### src/rtl/mux_seq.sv
// -----------------------------------------------------------------------------
// mux_seq -- sequencing controller for an external 128-bit-to-byte mux
//            (mux .out = .in[8*sel +: 8]).
//
// Takes one wide word plus a start lane and a byte count over a valid/ready
// handshake and holds the word on mux_in. It then steps sel across the
// requested lanes and streams the returned byte (mux_out) out one beat at a
// time over a valid/ready byte stream.
//
// Build option:
//   MUX_SEQ_DESCEND_EN  defined   -> sel steps downward (wraps 0 -> NBYTES-1)
//                       undefined -> sel steps upward   (wraps NBYTES-1 -> 0)
//
// Ports:
//   clk         in   clock
//   nRst        in   synchronous active-low reset
//   in_data     in   word to serialize
//   in_start    in   first lane to emit
//   in_cnt      in   bytes to emit minus one
//   in_valid    in   word offered
//   in_ready    out  word accepted when in_valid & in_ready (combinational)
//   mux_in      out  held word, drives mux .in
//   sel         out  drives mux .sel
//   mux_out     in   byte returned from mux .out
//   out_data    out  emitted byte (combinational pass-through of mux_out)
//   out_valid   out  byte valid
//   out_ready   in   consumer accepts byte when out_valid & out_ready
//   frame_done  out  one-cycle pulse the cycle after the last byte handshake
//   busy        out  high while sending a frame
// -----------------------------------------------------------------------------
module mux_seq #(
    parameter int NBYTES = 16,
    parameter int SEL_W  = 4
) (
    input  logic                  clk,
    input  logic                  nRst,
    input  logic [8*NBYTES-1:0]   in_data,
    input  logic [SEL_W-1:0]      in_start,
    input  logic [SEL_W-1:0]      in_cnt,
    input  logic                  in_valid,
    output logic                  in_ready,
    output logic [8*NBYTES-1:0]   mux_in,
    output logic [SEL_W-1:0]      sel,
    input  logic [7:0]            mux_out,
    output logic [7:0]            out_data,
    output logic                  out_valid,
    input  logic                  out_ready,
    output logic                  frame_done,
    output logic                  busy
);

    typedef enum logic [0:0] {
        ST_IDLE = 1'b0,
        ST_SEND = 1'b1
    } state_t;

    localparam logic [SEL_W-1:0] SEL_ONE  = {{(SEL_W-1){1'b0}}, 1'b1};
    localparam logic [SEL_W-1:0] SEL_ZERO = {SEL_W{1'b0}};

    state_t                state_q;
    logic [8*NBYTES-1:0]   mux_in_q;
    logic [SEL_W-1:0]      sel_q;
    logic [SEL_W-1:0]      rem_q;
    logic                  frame_done_q;

    logic                  sending_s;
    logic                  beat_s;
    logic                  last_beat_s;
    logic                  accept_s;
    logic [SEL_W-1:0]      sel_d;

    // Handshake decode and next lane; in_ready opens only on the final beat
    // so a new word can never be taken mid-frame.
    always_comb begin
        sending_s   = 1'b0;
        beat_s      = 1'b0;
        last_beat_s = 1'b0;
        accept_s    = 1'b0;
        in_ready    = 1'b0;
        sel_d       = sel_q;
        if (state_q == ST_SEND) begin
            sending_s = 1'b1;
        end else begin
            sending_s = 1'b0;
        end
        beat_s      = sending_s & out_ready;
        last_beat_s = beat_s & (rem_q == SEL_ZERO);
        in_ready    = ~sending_s | last_beat_s;
        accept_s    = in_valid & in_ready;
`ifdef MUX_SEQ_DESCEND_EN
        sel_d       = sel_q - SEL_ONE;
`else
        sel_d       = sel_q + SEL_ONE;
`endif
    end

    // Frame sequencer: load on accept, step sel/rem per beat, and reload in
    // the same cycle as the last beat when the next word is already offered.
    always_ff @(posedge clk) begin
        if (!nRst) begin
            state_q      <= ST_IDLE;
            mux_in_q     <= {(8*NBYTES){1'b0}};
            sel_q        <= SEL_ZERO;
            rem_q        <= SEL_ZERO;
            frame_done_q <= 1'b0;
        end else begin
            frame_done_q <= last_beat_s;
            case (state_q)
                ST_IDLE: begin
                    if (accept_s) begin
                        mux_in_q <= in_data;
                        sel_q    <= in_start;
                        rem_q    <= in_cnt;
                        state_q  <= ST_SEND;
                    end else begin
                        state_q  <= ST_IDLE;
                    end
                end
                ST_SEND: begin
                    if (!beat_s) begin
                        state_q <= ST_SEND;
                    end else if (!last_beat_s) begin
                        sel_q   <= sel_d;
                        rem_q   <= rem_q - SEL_ONE;
                    end else if (accept_s) begin
                        mux_in_q <= in_data;
                        sel_q    <= in_start;
                        rem_q    <= in_cnt;
                        state_q  <= ST_SEND;
                    end else begin
                        state_q <= ST_IDLE;
                    end
                end
                default: begin
                    state_q <= ST_IDLE;
                end
            endcase
        end
    end

    assign mux_in     = mux_in_q;
    assign sel        = sel_q;
    assign out_data   = mux_out;
    assign out_valid  = sending_s;
    assign busy       = sending_s;
    assign frame_done = frame_done_q;

endmodule

### config.mk
export PLATFORM = sky130hd
export DESIGN_NAME = mux_seq
export DESIGN_NICKNAME = d
export VERILOG_FILES = /design/src/rtl/mux_seq.sv
export SDC_FILE = /design/constraint.sdc
export NUM_CORES = 1
export LEC_CHECK = 0
export CAP_MARGIN = 5
export CORE_MARGIN = 2
export CORE_UTILIZATION = 42
export DETAILED_ROUTE_END_ITERATION = 8
export PLACE_DENSITY = 0.85
export REMOVE_ABC_BUFFERS = 1
export SETUP_SLACK_MARGIN = 0.3
export SYNTH_ARGS = -nofsm -noshare
export SYNTH_HDL_FRONTEND = slang
export SYNTH_SLANG_ARGS = --single-unit
### constraint.sdc
create_clock -name clk -period 4.9 [get_ports clk]
set_input_delay 0.49 -clock clk [delete_from_list [all_inputs] [get_ports clk]]
set_output_delay 0.49 -clock clk [all_outputs]
set_load 0.02 [all_outputs]
## Word level (Yosys, flattened, before mapping)

Index checks and enable logic that the tools add are counted.
W data, S select, Z words.

| storage, ports and cells | value |
|---|---|
| bits in registers | 138 |
| output and inout port bits | 144 |
| logic and storage cells | 34 |

| cells by class | value |
|---|---|
| bitwise logic cells | 6 |
| equality and inequality tests | 2 |
| add/sub/neg operators | 2 |
| multiplexer cells | 17 |
| reductions and logical operators | 2 |

Operator list:

| kind | count |
|---|---|
| $mux W128 | 3 |
| $pmux W128 S2 | 1 |
| $mux W4 | 6 |
| $pmux W4 S2 | 2 |
| $add A4 B1 Y4 const B | 1 |
| $logic_not A4 Y1 | 1 |
| $mux W1 | 4 |
| $ne A2 B1 Y1 const B | 2 |
| $sub A4 B1 Y4 const B | 1 |
| $and A1 B1 Y1 | 3 |
| $not A1 Y1 | 2 |
| $pmux W1 S2 | 1 |
| $reduce_and A2 Y1 | 1 |
| $or A1 B1 Y1 | 1 |

## Depth between registers and ports, before layout

| logic depth | value |
|---|---|
| word-level depth | 9 |
| mapped depth | 9 |
| mapped depth without buffers | 6 |

## Worst setup path after synthesis

Ideal clock, no wire load.

| timing | value |
|---|---|
| kind | flip-flop to flip-flop |
| start point | reg rem_q[0] |
| end point | reg sel_q[1] (netlist: sel[1]) |
| required time | 4.781 ns |
| path slack | 3.141 ns |
| period minus slack after synthesis | 1.759 ns |
| cell stages (with the launch flop) | 8 |
| data arrival time | 1.640 ns |
| buffers on the path | 1 |
| setup time | 0.119 ns |
| cell sequence | dfxtp_1 inv_1 ha_1 or3b_1 buf_6 a21o_1 nor2b_1 o221a_1 |

| between the ends | value |
|---|---|
| cells in the longest elaborated chain, start to end | 8 |

Ends and longest elaborated chain:

| element | RTL line | RTL |
|---|---|---|
| from (decl) | 63 | `logic [SEL_W-1:0] rem_q;` |
| from (signal assigned) | 113 | `rem_q <= in_cnt;` |
| from (signal assigned) | 124 | `rem_q <= rem_q - SEL_ONE;` |
| from (signal assigned) | 128 | `rem_q <= in_cnt;` |
| $logic_not A4 Y1 * | 87 | `last_beat_s = beat_s & (rem_q == SEL_ZERO);` |
| $and A1 B1 Y1 * | 87 |  |
| $or A1 B1 Y1 | 88 | `in_ready = ~sending_s \| last_beat_s;` |
| $and A1 B1 Y1 | 89 | `accept_s = in_valid & in_ready;` |
| $mux W4 | n/a |  |
| $mux W4 | 122 | `end else if (!last_beat_s) begin` |
| $mux W4 | 120 | `if (!beat_s) begin` |
| $pmux W4 S2 * | 108 | `case (state_q)` |
| to (signal assigned) | 112 | `sel_q <= in_start;` |
| to (signal assigned) | 123 | `sel_q <= sel_d;` |
| to (signal assigned) | 127 | `sel_q <= in_start;` |
| to (decl) | 62 | `logic [SEL_W-1:0] sel_q;` |

Every way passes the cells marked *; elsewhere a longest branch is shown, timed or not. The select of a mux whose other input is x is not followed.
A chain may end at the register's enable or synchronous reset.

## Final worst setup path

| timing | value |
|---|---|
| start point | in out_ready |
| end point | out in_ready |

| between the ends | value |
|---|---|
| cells in the longest elaborated chain, start to end | 3 |

Ends and longest elaborated chain:

| element | RTL line | RTL |
|---|---|---|
| from (decl) | 47 | `input logic out_ready,` |
| $and A1 B1 Y1 | 86 | `beat_s = sending_s & out_ready;` |
| $and A1 B1 Y1 | 87 |  |
| $or A1 B1 Y1 | 88 |  |
| to (decl) | 41 | `output logic in_ready,` |

No other way between the ends.

==> flow_summary.yaml <==
floorplanning:
  fp-row-count: 41
  core_um2: 12620
  die_h_um: 117.6
  start_util_pct: 42.94
  die_area_um2: 13830
  die_x_um: 117.6
  io_pins: 292
critical_path:
  r2r-end: "mux_in[74]$_SDFFE_PN0P_"
  worst_ep_required_time_ns: 4.41
  critical-path-top-delay-family: "buffers and inverters"
  startpoint: "out_ready"
  end_kind: "output port"
  crit_fanout: 11
  path_class: "input port to output port"
  crit_top_cell: "clkdlybuf4s50_1"
  r2r_cells: 7
  reg2reg_slack_ns: 2.48
  crit_path_top_delay_cell: "clkdlybuf4s50_1"
  crit_buf_inv: 2
  reg2reg_from: "rem_q[0]$_SDFFE_PN0N_"
  worstPathCellList: "clkdlybuf4s50_1 > nand4bb_4 > nand2_1 > clkdlybuf4s50_1"
  critPathArrivalTime_ns: 2.21
  startpoint_type: "input port"
  critical-path-max-stage-delay_ns: 0.75
sta:
  maxSlewViolCount: 0
  rsz0062_at_grt: "no"
  period_share_pct: 55.03
  slew_headroom_pct: 23.79
  final-hold-violation-count: 0
  clock_skew_ns: 0.01051
  layout_min_cycle_time_ns: 2.697
  fin_tns_setup_ns: 0
  tightest_slew_ns: 1.143
  fmax_mhz: 370.8
  setup_violations: 0
clock_tree:
  clkTransAtPathRegs_ns: 0.06
  clock_path_buffers: 2
  numCtsBuffers: 17
  cts_tree: "built"
  clock_sink_count: 138
  insertion_delay_ns: 0.41
  post-cts-setup-buffers: 0
  clockRootBuffer: "clkbuf_16"
  ctsHoldBuffers: 0
  cts_resized: 0
  h-tree-depth: 4
route:
  drt_wl_total_mm: 15.74
  drt-initial-drc-count: 265
  viasPerCell: 4.842
  vias: 5152
  drc: 0
  ant_nets: 0
  wire_per_inst_um: 14.79
  dr.pass1.iters: 4
synthesis:
  synth_area_um2: 5419
  synth_compound_area_share_pct: 21.33
  syn_area_per_cell_um2: 8.467
  synth_top_cell_by_area: "dfxtp_1"
  yosysSeqAreaShare_pct: 50.98
  syn-instance-count: 640
  synth_top_cell_area_share_pct: 50.98
  synth_xor_area_share_pct: 0
  synthAdderAreaFrac_pct: 0.6927
  yosys_warnings: 0
  synth_top_family_by_area: "compound AO/OA/AOI/OAI gates"
  synth-simple-area-share_pct: 21.24
  ys.flop_type: "dfxtp_1"
  yosysUniqueCellTypes: 36
  synthMuxAreaShare_pct: 0.2078
  ys_ff_latch: 138
  ys_async_sr_fraction_pct: 0
  synth_area_leaders: "dfxtp_1 51%, a21boi_1 18%, nand2_1 18%"
  synth_edf_count: 0
global_routing:
  grt_pass1_vias: 5103
  grt_pass1_wl_mm: 25.03
  grt_usage_pct: 22.55
  antenna_found_initial: 0
  gr-total-overflow: 0
  grt_max_degree: 139
cells_and_area:
  finish.net_count: 1031
  syn2layout_area_growth_pct: 60.98
  most-common-layout-cells: "274 x clkdlybuf4s50_1, 259 x nand2_1, 138 x dfxtp_1"
  antennaDiodeCount: 0
  final_area_um2: 8723
  layout_commonest_cell: "clkdlybuf4s50_1"
  drive_above_1_share_pct: 4.372
power:
  power.density_nw_per_um2: 346.9
  ir_worst_vdd_mv: 0.2070
  p_leak_nw: 3.311
  p_total_mw: 3.026
run_status:
  run_status: "complete, no violations"
place:
  place_hpwl_mm: 10.79
  gp_congestion: 0.7702
  dpl-instance-area_um2: 8164
  numPortBuffers: 275
min_path:
  hold_depth: 2
  hold_end: "mux_in[107]$_SDFFE_PN0P_"
  holdCritStartpoint: "mux_in[107]$_SDFFE_PN0P_"
  hold_path.class: "flop to flop"
job:
  drv_cap: 0
==> sequential cells by signal (all words and copies together), names as in the netlist <==
signal / cells
frame_done: 1
sel: 4
mux_in: 128
state_q: 1
rem_q: 4
==> kinds of logic (layout without fill, tap and decap cells) <==
| kind of cell | after synthesis | count (layout) |
|---|---|---|
| and+or+nand+nor | 283 | 283 |
| AOI/OAI and AO/OA | 154 | 154 |
| muxes | 1 | 1 |
| DFF | 138 | 138 |
| adders and majority gates | 3 | 3 |
| buffers and inverters | 61 | 313 |
==> synthesized netlist by cell type (all sizes together), types with 2 or more instances <==
| cell | n |
|---|---|
| nor2 | 4 |
| o221ai | 2 |
| buf | 34 |
| nand2 | 260 |
| clkbuf | 24 |
| o21ai | 5 |
| nand3 | 3 |
| a21boi | 133 |
| a21oi | 4 |
| ha | 3 |
| nor3 | 2 |
| nor2b | 7 |
| o221a | 2 |
| and3 | 3 |
| dfxtp | 138 |
| inv | 3 |
==> how the worst max path moves through the flow <==
stage	slack (ns)	end	depth (start not counted)
after floorplan	0.82	rem_q[3]$_SDFFE_PN0N_	3
after global routing	2.16	in_ready	4
after detailed placement	2.01	rem_q[3]$_SDFFE_PN0N_	6
final	2.20	in_ready	4
after CTS	2.21	in_ready	4
after global placement	2.03	rem_q[3]$_SDFFE_PN0N_	6
==> metrics by stage <==
stage / std cells / setup slack, ns / hold slack (ns) / utilization, %
floorplan: 582 / 0.8246 / 0.5134 / -
global placement: 1033 / 2.032 / 0.4394 / 64.69
detailed placement: 1033 / 2.006 / 0.4440 / 64.69
CTS: 1064 / 2.212 / 0.4516 / 69.13
global route: 1064 / 2.159 / 0.4681 / 69.13
finish: 1064 / 2.203 / 0.4488 / 69.13
==> worst register-to-register path: cells and delay by family, from the launching register on <==
family,cells,cell delay [ns]
simple gates,2,0.31
compound gates,2,0.90
flops,1,0.40
buf+inv,2,0.46
fa+ha+maj,1,0.27
==> cell type report <==
class,instances,area [um^2]
timing repair buffer,279,2805
clock inverter,6,63.81
inverter,3,11.26
clock buffer,25,495.5
fill,1001,3896
sequential,138,2763
tap,172,215.2
multi-input combinational,441,2370
==> per-layer routing <==
metal / up-vias / wire (um) / GRT usage, %
li1: 2558 / - / -
met3: 29 / 1392 / 9.593
met5: - / 0 / 0
met1: 2340 / 6182 / 23.76
met2: 225 / 7752 / 39.55
met4: 0 / 412 / 9.262
==> power breakdown <==
group	switching (mW)	internal, mW
registers	0.0448	1.20
logic	0.280	0.302
clock network	0.452	0.748
total	0.778	2.25
No activity file was read; power rests on OpenSTA's default activity.
